===== src/rtl/mips_pkg.sv =====
// Shared definitions for the MIPS core: instruction field layout, opcodes
// and the fetch-unit state encoding.
package mips_pkg;

    localparam int INSTR_W = 32;

    localparam logic [5:0] OP_RTYPE = 6'b000000;
    localparam logic [5:0] OP_ADDI  = 6'b001000;
    localparam logic [5:0] OP_ANDI  = 6'b001100;
    localparam logic [5:0] OP_ORI   = 6'b001101;
    localparam logic [5:0] OP_XORI  = 6'b001110;
    localparam logic [5:0] OP_SLTI  = 6'b001010;

    localparam int OPCODE_MSB = 31;
    localparam int OPCODE_LSB = 26;
    localparam int RS_MSB     = 25;
    localparam int RS_LSB     = 21;
    localparam int RT_MSB     = 20;
    localparam int RT_LSB     = 16;
    localparam int RD_MSB     = 15;
    localparam int RD_LSB     = 11;
    localparam int SHAMT_MSB  = 10;
    localparam int SHAMT_LSB  = 6;
    localparam int FUNCT_MSB  = 5;
    localparam int FUNCT_LSB  = 0;
    localparam int IMM_MSB    = 15;
    localparam int IMM_LSB    = 0;

    typedef enum logic [1:0] {
        FETCH_REQ  = 2'd0,
        FETCH_WAIT = 2'd1,
        FETCH_HOLD = 2'd2
    } fetch_state_e;

endpackage


===== src/rtl/pc_unit.sv =====
// Program counter: +4 sequencing, redirect load with word alignment.
// A redirect always wins over sequential advance.
module pc_unit #(
    parameter int                ADDR_W   = 32,
    parameter logic [ADDR_W-1:0] RESET_PC = '0
) (
    input  logic              clk,
    input  logic              rst_n,
    input  logic              advance,
    input  logic              redirect_valid,
    input  logic [ADDR_W-1:0] redirect_pc,
    output logic [ADDR_W-1:0] pc
);

    localparam logic [ADDR_W-1:0] ALIGN_MASK = {{(ADDR_W-2){1'b1}}, 2'b00};

    // NOTE: sequential state uses non-blocking assignments so every register
    // samples pre-edge values regardless of block evaluation order.
    always_ff @(posedge clk or negedge rst_n) begin
        if (!rst_n) begin
            pc <= RESET_PC;
        end else if (redirect_valid) begin
            pc <= redirect_pc & ALIGN_MASK;
        end else if (advance) begin
            pc <= pc + ADDR_W'(4);
        end
    end

endmodule


===== src/rtl/instr_fetch.sv =====
// Instruction fetch unit: issues one memory request at a time, captures the
// returned word and hands it to decode; supports PC redirects in any state.
module instr_fetch
    import mips_pkg::*;
#(
    parameter int                ADDR_W   = 32,
    parameter logic [ADDR_W-1:0] RESET_PC = '0
) (
    input  logic               clk,
    input  logic               rst_n,
    output logic               imem_req_valid,
    input  logic               imem_req_ready,
    output logic [ADDR_W-1:0]  imem_req_addr,
    input  logic               imem_rsp_valid,
    input  logic [INSTR_W-1:0] imem_rsp_data,
    output logic               instr_valid,
    input  logic               instr_ready,
    output logic [INSTR_W-1:0] instr,
    output logic [5:0]         opcode,
    output logic [4:0]         rs,
    output logic [4:0]         rt,
    output logic [4:0]         rd,
    output logic [4:0]         shamt,
    output logic [5:0]         funct,
    output logic [15:0]        imm,
    output logic [ADDR_W-1:0]  pc,
    input  logic               redirect_valid,
    input  logic [ADDR_W-1:0]  redirect_pc
);

    fetch_state_e       state;
    logic               discard;
    logic               req_valid_q;
    logic               instr_valid_q;
    logic [INSTR_W-1:0] instr_q;
    logic               req_fire;
    logic               pc_advance;

    assign req_fire   = req_valid_q & imem_req_ready;
    assign pc_advance = (state == FETCH_HOLD) & instr_ready;

    pc_unit #(
        .ADDR_W   (ADDR_W),
        .RESET_PC (RESET_PC)
    ) u_pc_unit (
        .clk            (clk),
        .rst_n          (rst_n),
        .advance        (pc_advance),
        .redirect_valid (redirect_valid),
        .redirect_pc    (redirect_pc),
        .pc             (pc)
    );

    // Handshake outputs are registered alongside the state they belong to, so
    // req_valid stays low for the first cycle out of reset.
    always_ff @(posedge clk or negedge rst_n) begin
        if (!rst_n) begin
            state         <= FETCH_REQ;
            discard       <= 1'b0;
            req_valid_q   <= 1'b0;
            instr_valid_q <= 1'b0;
            instr_q       <= '0;
        end else begin
            case (state)
                FETCH_REQ: begin
                    if (req_fire) begin
                        state       <= FETCH_WAIT;
                        req_valid_q <= 1'b0;
                        discard     <= redirect_valid;
                    end else begin
                        req_valid_q <= 1'b1;
                    end
                end
                FETCH_WAIT: begin
                    if (imem_rsp_valid) begin
                        if (discard || redirect_valid) begin
                            state       <= FETCH_REQ;
                            req_valid_q <= 1'b1;
                            discard     <= 1'b0;
                        end else begin
                            state         <= FETCH_HOLD;
                            instr_q       <= imem_rsp_data;
                            instr_valid_q <= 1'b1;
                        end
                    end else if (redirect_valid) begin
                        discard <= 1'b1;
                    end
                end
                FETCH_HOLD: begin
                    if (redirect_valid || instr_ready) begin
                        state         <= FETCH_REQ;
                        req_valid_q   <= 1'b1;
                        instr_valid_q <= 1'b0;
                    end
                end
                default: begin
                    state         <= FETCH_REQ;
                    discard       <= 1'b0;
                    req_valid_q   <= 1'b0;
                    instr_valid_q <= 1'b0;
                end
            endcase
        end
    end

    assign imem_req_valid = req_valid_q;
    assign imem_req_addr  = pc;
    assign instr_valid    = instr_valid_q;
    assign instr          = instr_q;

    assign opcode = instr_q[OPCODE_MSB:OPCODE_LSB];
    assign rs     = instr_q[RS_MSB:RS_LSB];
    assign rt     = instr_q[RT_MSB:RT_LSB];
    assign rd     = instr_q[RD_MSB:RD_LSB];
    assign shamt  = instr_q[SHAMT_MSB:SHAMT_LSB];
    assign funct  = instr_q[FUNCT_MSB:FUNCT_LSB];
    assign imm    = instr_q[IMM_MSB:IMM_LSB];

endmodule

===== config.mk =====
export PLATFORM = sky130hd
export DESIGN_NAME = instr_fetch
export DESIGN_NICKNAME = d
export VERILOG_FILES = /design/src/rtl/mips_pkg.sv /design/src/rtl/pc_unit.sv /design/src/rtl/instr_fetch.sv
export SDC_FILE = /design/constraint.sdc
export NUM_CORES = 1
export LEC_CHECK = 0
export ABC_CLOCK_PERIOD_IN_PS = 4100
export CAP_MARGIN = 25
export CORE_MARGIN = 3
export CORE_UTILIZATION = 35
export DETAILED_ROUTE_END_ITERATION = 8
export DONT_BUFFER_PORTS = 1
export GPL_TIMING_DRIVEN = 0
export PLACE_DENSITY_LB_ADDON = 0.05
export SYNTH_ARGS = -nofsm -noshare
export SYNTH_HDL_FRONTEND = slang
export SYNTH_HIERARCHICAL = 1
export SYNTH_SLANG_ARGS = --single-unit

===== constraint.sdc =====
create_clock -name clk -period 4.1 [get_ports clk]
set_clock_uncertainty 0.2 [all_clocks]
set_input_delay 0.82 -clock clk [delete_from_list [all_inputs] [get_ports clk]]
set_output_delay 0.82 -clock clk [all_outputs]
set_load 0.005 [all_outputs]

==> metrics.yaml, run 1 <==
clock_network:
  post-cts-setup-buffer-count: 0
  clkTransAtPathRegs_ns: 0.07
  cts_inserted_buffers: 9
  clockBufferDepth: 2
  clk_latency_ns: 0.34
  cts.sinks: 67
  cts_tree: "done"
  cts-root-buf: "clkbuf_8"
  ctsHtreeMaxLevel: 3
  cts_resized: 0
worst_setup_path:
  r2r_setup_slack_ns: 1.33
  start_kind: "flip-flop"
  r2r_end: "u_pc_unit/pc[28]"
  slowest_stage: "dfrtp_1"
  crit_arrival_ns: 2.79
  startpoint: "state[0]"
  critical_path_required_ns: 4.12
  path_depth: 8
  cp_max_fo: 7
  worstPathCellList: "inv_1, ha_1, and2_1, and3_1, nand3_1, nor4_1, xor2_1, mux2_2"
  timing_worst_setup_path_type: "flip-flop to flip-flop"
  crit_family: "simple AND/OR/NAND/NOR gates"
  ff2ff_path_depth: 8
  endpoint: "u_pc_unit/pc[28]"
  cp_num_buf_inv: 1
  reg2reg_from: "state[0]"
  crit_path_end_kind: "flip-flop"
  cpPeakStageDelay_ns: 0.43
grt:
  antenna_found_initial: 0
  grtUsageTotal: 0.148
  grt_overflow: 0
  grt_pass1_wl_mm: 14.4
  grt_pass1_vias: 2653
  grt_max_degree: 68
pwr:
  peakVddDrop_v: 0.000345
  leakagePower_nw: 1.93
  power.density_nw_per_um2: 606
  p_total_mw: 2.64
timing:
  max_freq_ghz: 0.361
  max_slew_margin: 0.570
  drv_slew: 0
  finalCriticalPeriod_ns: 2.77
  grt_setup_unrepaired: "false"
  setup_viol: 0
  fin_tns_setup_ns: 0
  timing_hold_violations_final: 0
  timing.final.crit_share: 0.675
  worst_pin_slew_ns: 0.643
logic_synthesis:
  synth-adder-area-share: 0.0223
  synth_top_family_by_area: "buffers and inverters"
  synth_area_um2: 3930
  syn_inst: 378
  synth_top_area_cell: "dfrtp_1"
  synth_commonest_cells: "83 x buf_4, 67 x dfrtp_1, 44 x nand2_1"
  synth_seq_cells: 67
  synth_area_per_cell_um2: 10.4
  synthMuxAreaShare: 0.105
  yosys_warnings: 6
  yosys.area_share.simple: 0.141
  async_flop_share: 1.00
  ys_types: 43
  synth_compound_area_frac: 0.0563
  synth-edff-count: 0
  synth-main-ff-cell: "dfrtp_1"
  synthTopCellsByArea: "dfrtp_1 43%, buf_4 16%, mux2_2 10%"
  ys_seq_area_frac: 0.426
  synth_most_common_cell: "buf_4"
  synth_top_area_share: 0.426
  synth-xor-area-share: 0.0646
routing:
  vias: 2579
  drt_iter0_drc: 72
  drc: 0
  wirelength_mm: 9.41
  wl_per_cell_um: 17.6
  drt_pass1_iterations: 4
  routed_via_density: 4.82
  final_antenna_net_count: 0
die:
  initial_core_util: 0.361
  die_w_um: 112
  ios: 216
  chipHeight_um: 112
  core-area_um2: 10900
  std_cell_rows: 38
  dieArea_um2: 12500
final_layout:
  antenna_cells: 0
  drive_above_1_share: 0.380
  fin_area_um2: 4350
  syn_to_final_growth_pct: 10.7
  nets: 468
placement:
  dpl.hpwl_mm: 7.19
  dpl_cell_area_um2: 4110
  place_congestion: 0.749
  port_buffers: 0
hold_path:
  hp-class: "input pin to async pin"
run_status:
  outcome: "completed"
flow_run:
  drv_cap: 0
## flip-flops by register name (all words and copies together) (netlist names)
register / count
instr: 32
u_pc_unit/pc: 30
state: 2
discard: 1
imem_req_valid: 1
instr_valid: 1
## what timing repair did
| item | CTS | global route |
|---|---|---|
| endpoints found under the hold margin | 67 | 0 |
| endpoints found under the setup margin | 0 | 0 |
| hold buffers | 1 | 0 |
## power by group
group / leakage, nW / switching [mW] / internal, mW
Sequential: 0.814 / 0.263 / 0.872
Combinational: 1.00 / 0.326 / 0.575
Clock: 0.108 / 0.249 / 0.353
Total: 1.93 / 0.838 / 1.80
## placed cells by master, fill, tap and decap left out, drive strengths merged, types with 2 or more instances in the layout
master / count
a21oi: 2
and2: 3
and3: 6
buf: 88
bufinv: 2
clkbuf: 16
clkinv: 2
conb: 2
dfrtp: 67
ha: 7
inv: 8
mux2: 35
mux2i: 2
nand2: 44
nand3: 8
nand4: 4
nor2: 7
nor3: 9
nor3b: 3
nor4: 7
o21ai: 30
or3: 2
xnor2: 21
xor2: 8
## metal layers
layer  routed length [µm]  up-vias  track usage
met4                  108        0       0.0433
met3                 1040        8       0.0620
li1                     -     1208            -
met2                 4540      144        0.240
met5                    0        -            0
met1                 3720     1219        0.180
## worst min path at each step
stage / to / from / cells past startpoint
floorplan: instr_valid / instr_valid / 1
global placement: instr[9] / rst_n / 0
detailed placement: instr[9] / rst_n / 0
CTS: instr[9] / rst_n / 1
global route: instr[13] / rst_n / 1
finish: instr[13] / rst_n / 1
## stage by stage
stage               utilization  hold slack [ns]  setup WS (ns)  cells
floorplan                     -            0.305           1.67    379
global placement          0.378            0.326           1.30    519
detailed placement        0.378            0.326           1.25    519
CTS                       0.400            0.155           1.26    535
global route              0.400            0.163           1.09    535
finish                    0.400            0.161           1.33    535
## cell families (layout without fill, tap and decap cells)
group,Yosys count,count (layout)
other,1,2
and+or+nand+nor,97,97
adders and majority gates,7,7
DFF,67,67
AOI/OAI and AO/OA,39,39
muxes,37,37
buffers and inverters,101,117
xor gates and xnor gates,29,29
## area by class of cell
| cell class | count | area [µm²] |
|---|---|---|
| Timing Repair Buffer | 1 | 27.5 |
| Inverter | 8 | 30.0 |
| Multi-Input combinational cell | 211 | 1540 |
| Sequential cell | 67 | 1680 |
| Tap cell | 140 | 175 |
| Fill cell | 1072 | 6530 |
| Clock buffer | 10 | 138 |
| Clock inverter | 5 | 77.6 |
| Buffer | 93 | 691 |
Note: power is estimated with default switching activity, not from simulation.
==> run 2, diff against run 1 <==
--- a/config.mk
+++ b/config.mk
@@ -5,7 +5,7 @@
 export SDC_FILE = /design/constraint.sdc
 export NUM_CORES = 1
 export LEC_CHECK = 0
-export ABC_CLOCK_PERIOD_IN_PS = 4100
+export ABC_CLOCK_PERIOD_IN_PS = 2550
 export CAP_MARGIN = 25
 export CORE_MARGIN = 3
 export CORE_UTILIZATION = 35
==> constraint.sdc (replaced) <==
create_clock -name clk -period 2.55 [get_ports clk]
set_clock_uncertainty 0.2 [all_clocks]
set_input_delay 0.51 -clock clk [delete_from_list [all_inputs] [get_ports clk]]
set_output_delay 0.51 -clock clk [all_outputs]
set_load 0.005 [all_outputs]
==> run 2 against run 1 <==
Effect of this change:
- register-to-register slack lost 1.2 ns
- worst setup slack lost 1.2 ns
- critical path type unchanged
- flip-flop and latch count is the same
- non-clock buffer count grew 1
- count of clock-buffer cells in the layout is the same
- final area grew 0.89%
- combinational power grew 62%
==> metrics.yaml, run 2 (same netlist as run 1, synthesis figures left out) <==
placement:
  dpl_cell_area_um2: 4110  # unchanged
  dp_cells: 519  # unchanged
  place_congestion: 0.749  # unchanged
  dpl.hpwl_mm: 7.19  # unchanged
  port_buffers: 0  # unchanged
die:
  core-area_um2: 10900  # unchanged
  std_cell_rows: 38  # unchanged
  ios: 216  # unchanged
  dieArea_um2: 12500  # unchanged
  chipHeight_um: 112  # unchanged
  initial_core_util: 0.361  # unchanged
  die_w_um: 112  # unchanged
clock_network:
  cts.sinks: 67  # unchanged
  clkTransAtPathRegs_ns: 0.07  # about the same
  clk_latency_ns: 0.34  # about the same
  post-cts-setup-buffer-count: 0  # unchanged
  cts_tree: "done"
  clockBufferDepth: 2  # unchanged
  cts-root-buf: "clkbuf_8"
  ctsHtreeMaxLevel: 3  # unchanged
  cts_inserted_buffers: 9  # unchanged
hold_path:
  min_from: "redirect_pc[14]"
  hold_path_depth: 2
  holdPathEnd: "u_pc_unit/pc[14]"
  hp-class: "input pin to flip-flop"
pwr:
  leakagePower_nw: 1.93  # +0.17%
  peakVddDrop_v: 0.000555  # +61%
  power.density_nw_per_um2: 969  # +60%
timing:
  timing_hold_violations_final: 0  # unchanged
  worst_pin_slew_ns: 0.643  # +0.0000136 ns
  drv_slew: 0  # unchanged
  max_slew_margin: 0.570  # about the same
  grt_setup_unrepaired: "false"
  max_freq_ghz: 0.419  # +16%
  timing.final.crit_share: 0.936  # +0.260
  finalCriticalPeriod_ns: 2.39  # -0.383 ns
  setup_viol: 0  # unchanged
  whs_ns: 0.0904  # -0.0708 ns
worst_setup_path:
  cp_max_fo: 9  # +2
  reg2reg_from: "state[0]"
  worstPathCellList: "inv_2, ha_2, and2_4, nand4_2, or3_4, buf_6, nor4_4, xnor2_1, o21ai_1"
  ff2ff_path_depth: 9  # +1
  cp_num_buf_inv: 2  # +1
  critical_path_required_ns: 2.56  # -1.56 ns
  slowest_stage: "dfrtp_2"
  crit_path_end_kind: "flip-flop"
  timing_worst_setup_path_type: "flip-flop to flip-flop"
  start_kind: "flip-flop"
  r2r_end: "u_pc_unit/pc[31]"
  r2r_setup_slack_ns: 0.16  # -1.17 ns
  cpPeakStageDelay_ns: 0.44  # about the same
  crit_arrival_ns: 2.40  # -0.39 ns
  crit_family: "simple AND/OR/NAND/NOR gates"
  startpoint: "state[0]"
routing:
  wirelength_mm: 9.44  # +0.24%
  final_antenna_net_count: 0  # unchanged
  drc: 0  # unchanged
  vias: 2594  # +0.58%
  wl_per_cell_um: 17.6  # about the same
  routed_via_density: 4.84  # +0.39%
  drt_iter0_drc: 57  # -21%
  drt_pass1_iterations: 4  # unchanged
final_layout:
  mostFrequentLayoutCells: "83 x buf_4, 66 x dfrtp_1, 44 x nand2_1"
  fillers: 1069  # -0.28%
  drive_above_1_share: 0.402  # +0.0218
  syn_to_final_growth_pct: 11.7
  largest_reg_flops: 32  # unchanged
  postLayoutCoreUtil: 0.403  # +0.00356
  antenna_cells: 0  # unchanged
  final_common_cell: "buf_4"
  nets: 469  # +0.21%
  fin_area_um2: 4390  # +0.89%
  fin_cells: 536  # +0.19%
grt:
  grt_pass1_vias: 2654  # +0.038%
  antenna_found_initial: 0  # unchanged
  grtUsageTotal: 0.148  # about the same
  grt_overflow: 0  # unchanged
  grt_pass1_wl_mm: 14.4  # about the same
  grt_max_degree: 68  # unchanged
flow_run:
  drv_cap: 0  # unchanged
run_status:
  outcome: "completed"
-- run 2: layout make-up --
cell class / instances / area (µm²) / share of cell area
buffer: 93 / 691 / 0.157
multi-input combinational: 211 / 1570 / 0.357
timing repair buffer: 2 / 37.5 / 0.00854
tap: 140 / 175 / 0.0399
clock buffer: 10 / 138 / 0.0313
clock inverter: 5 / 77.6 / 0.0177
sequential: 67 / 1680 / 0.382
inverter: 8 / 30.0 / 0.00684
-- run 2: stage by stage --
step,total power [mW],setup TNS [ns],worst slack [ns]
after global routing,4.55,0,0.00799
final,4.26,0,0.164
after global placement,3.31,-0.205,-0.180
after floorplan,3.02,0,0.252
after detailed placement,3.31,-0.328,-0.246
after CTS,4.36,0,0.0400
-- run 2: what timing repair did --
item	CTS	global route
setup endpoints to repair	9	11
hold buffers	2	0
gates cloned	0	0
resized for setup	4	6
endpoints found under the hold margin	67	0
-- run 2: how the worst max path moves through the flow --
stage | end | slack (ns) | depth (start not counted)
floorplan | u_pc_unit/pc[28] | 0.25 | 8
global placement | u_pc_unit/pc[28] | -0.18 | 8
detailed placement | u_pc_unit/pc[28] | -0.25 | 8
CTS | u_pc_unit/pc[29] | 0.04 | 9
global route | u_pc_unit/pc[31] | 0.008 | 9
finish | u_pc_unit/pc[31] | 0.16 | 9
-- run 2: report_power, final --
part | switching, mW | internal [mW] | leakage (nW) | total (mW)
logic | 0.526 | 0.930 | 1.01 | 1.46
registers | 0.425 | 1.40 | 0.813 | 1.83
clock network | 0.402 | 0.568 | 0.108 | 0.970
total | 1.35 | 2.90 | 1.93 | 4.26
-- run 2: layer usage --
layer,share of wire,global-route usage,vias to the layer above
met5,0,0,-
met4,0.011,0.0433,0
met3,0.11,0.0620,8
met2,0.48,0.240,141
met1,0.40,0.180,1234
li1,-,-,1211
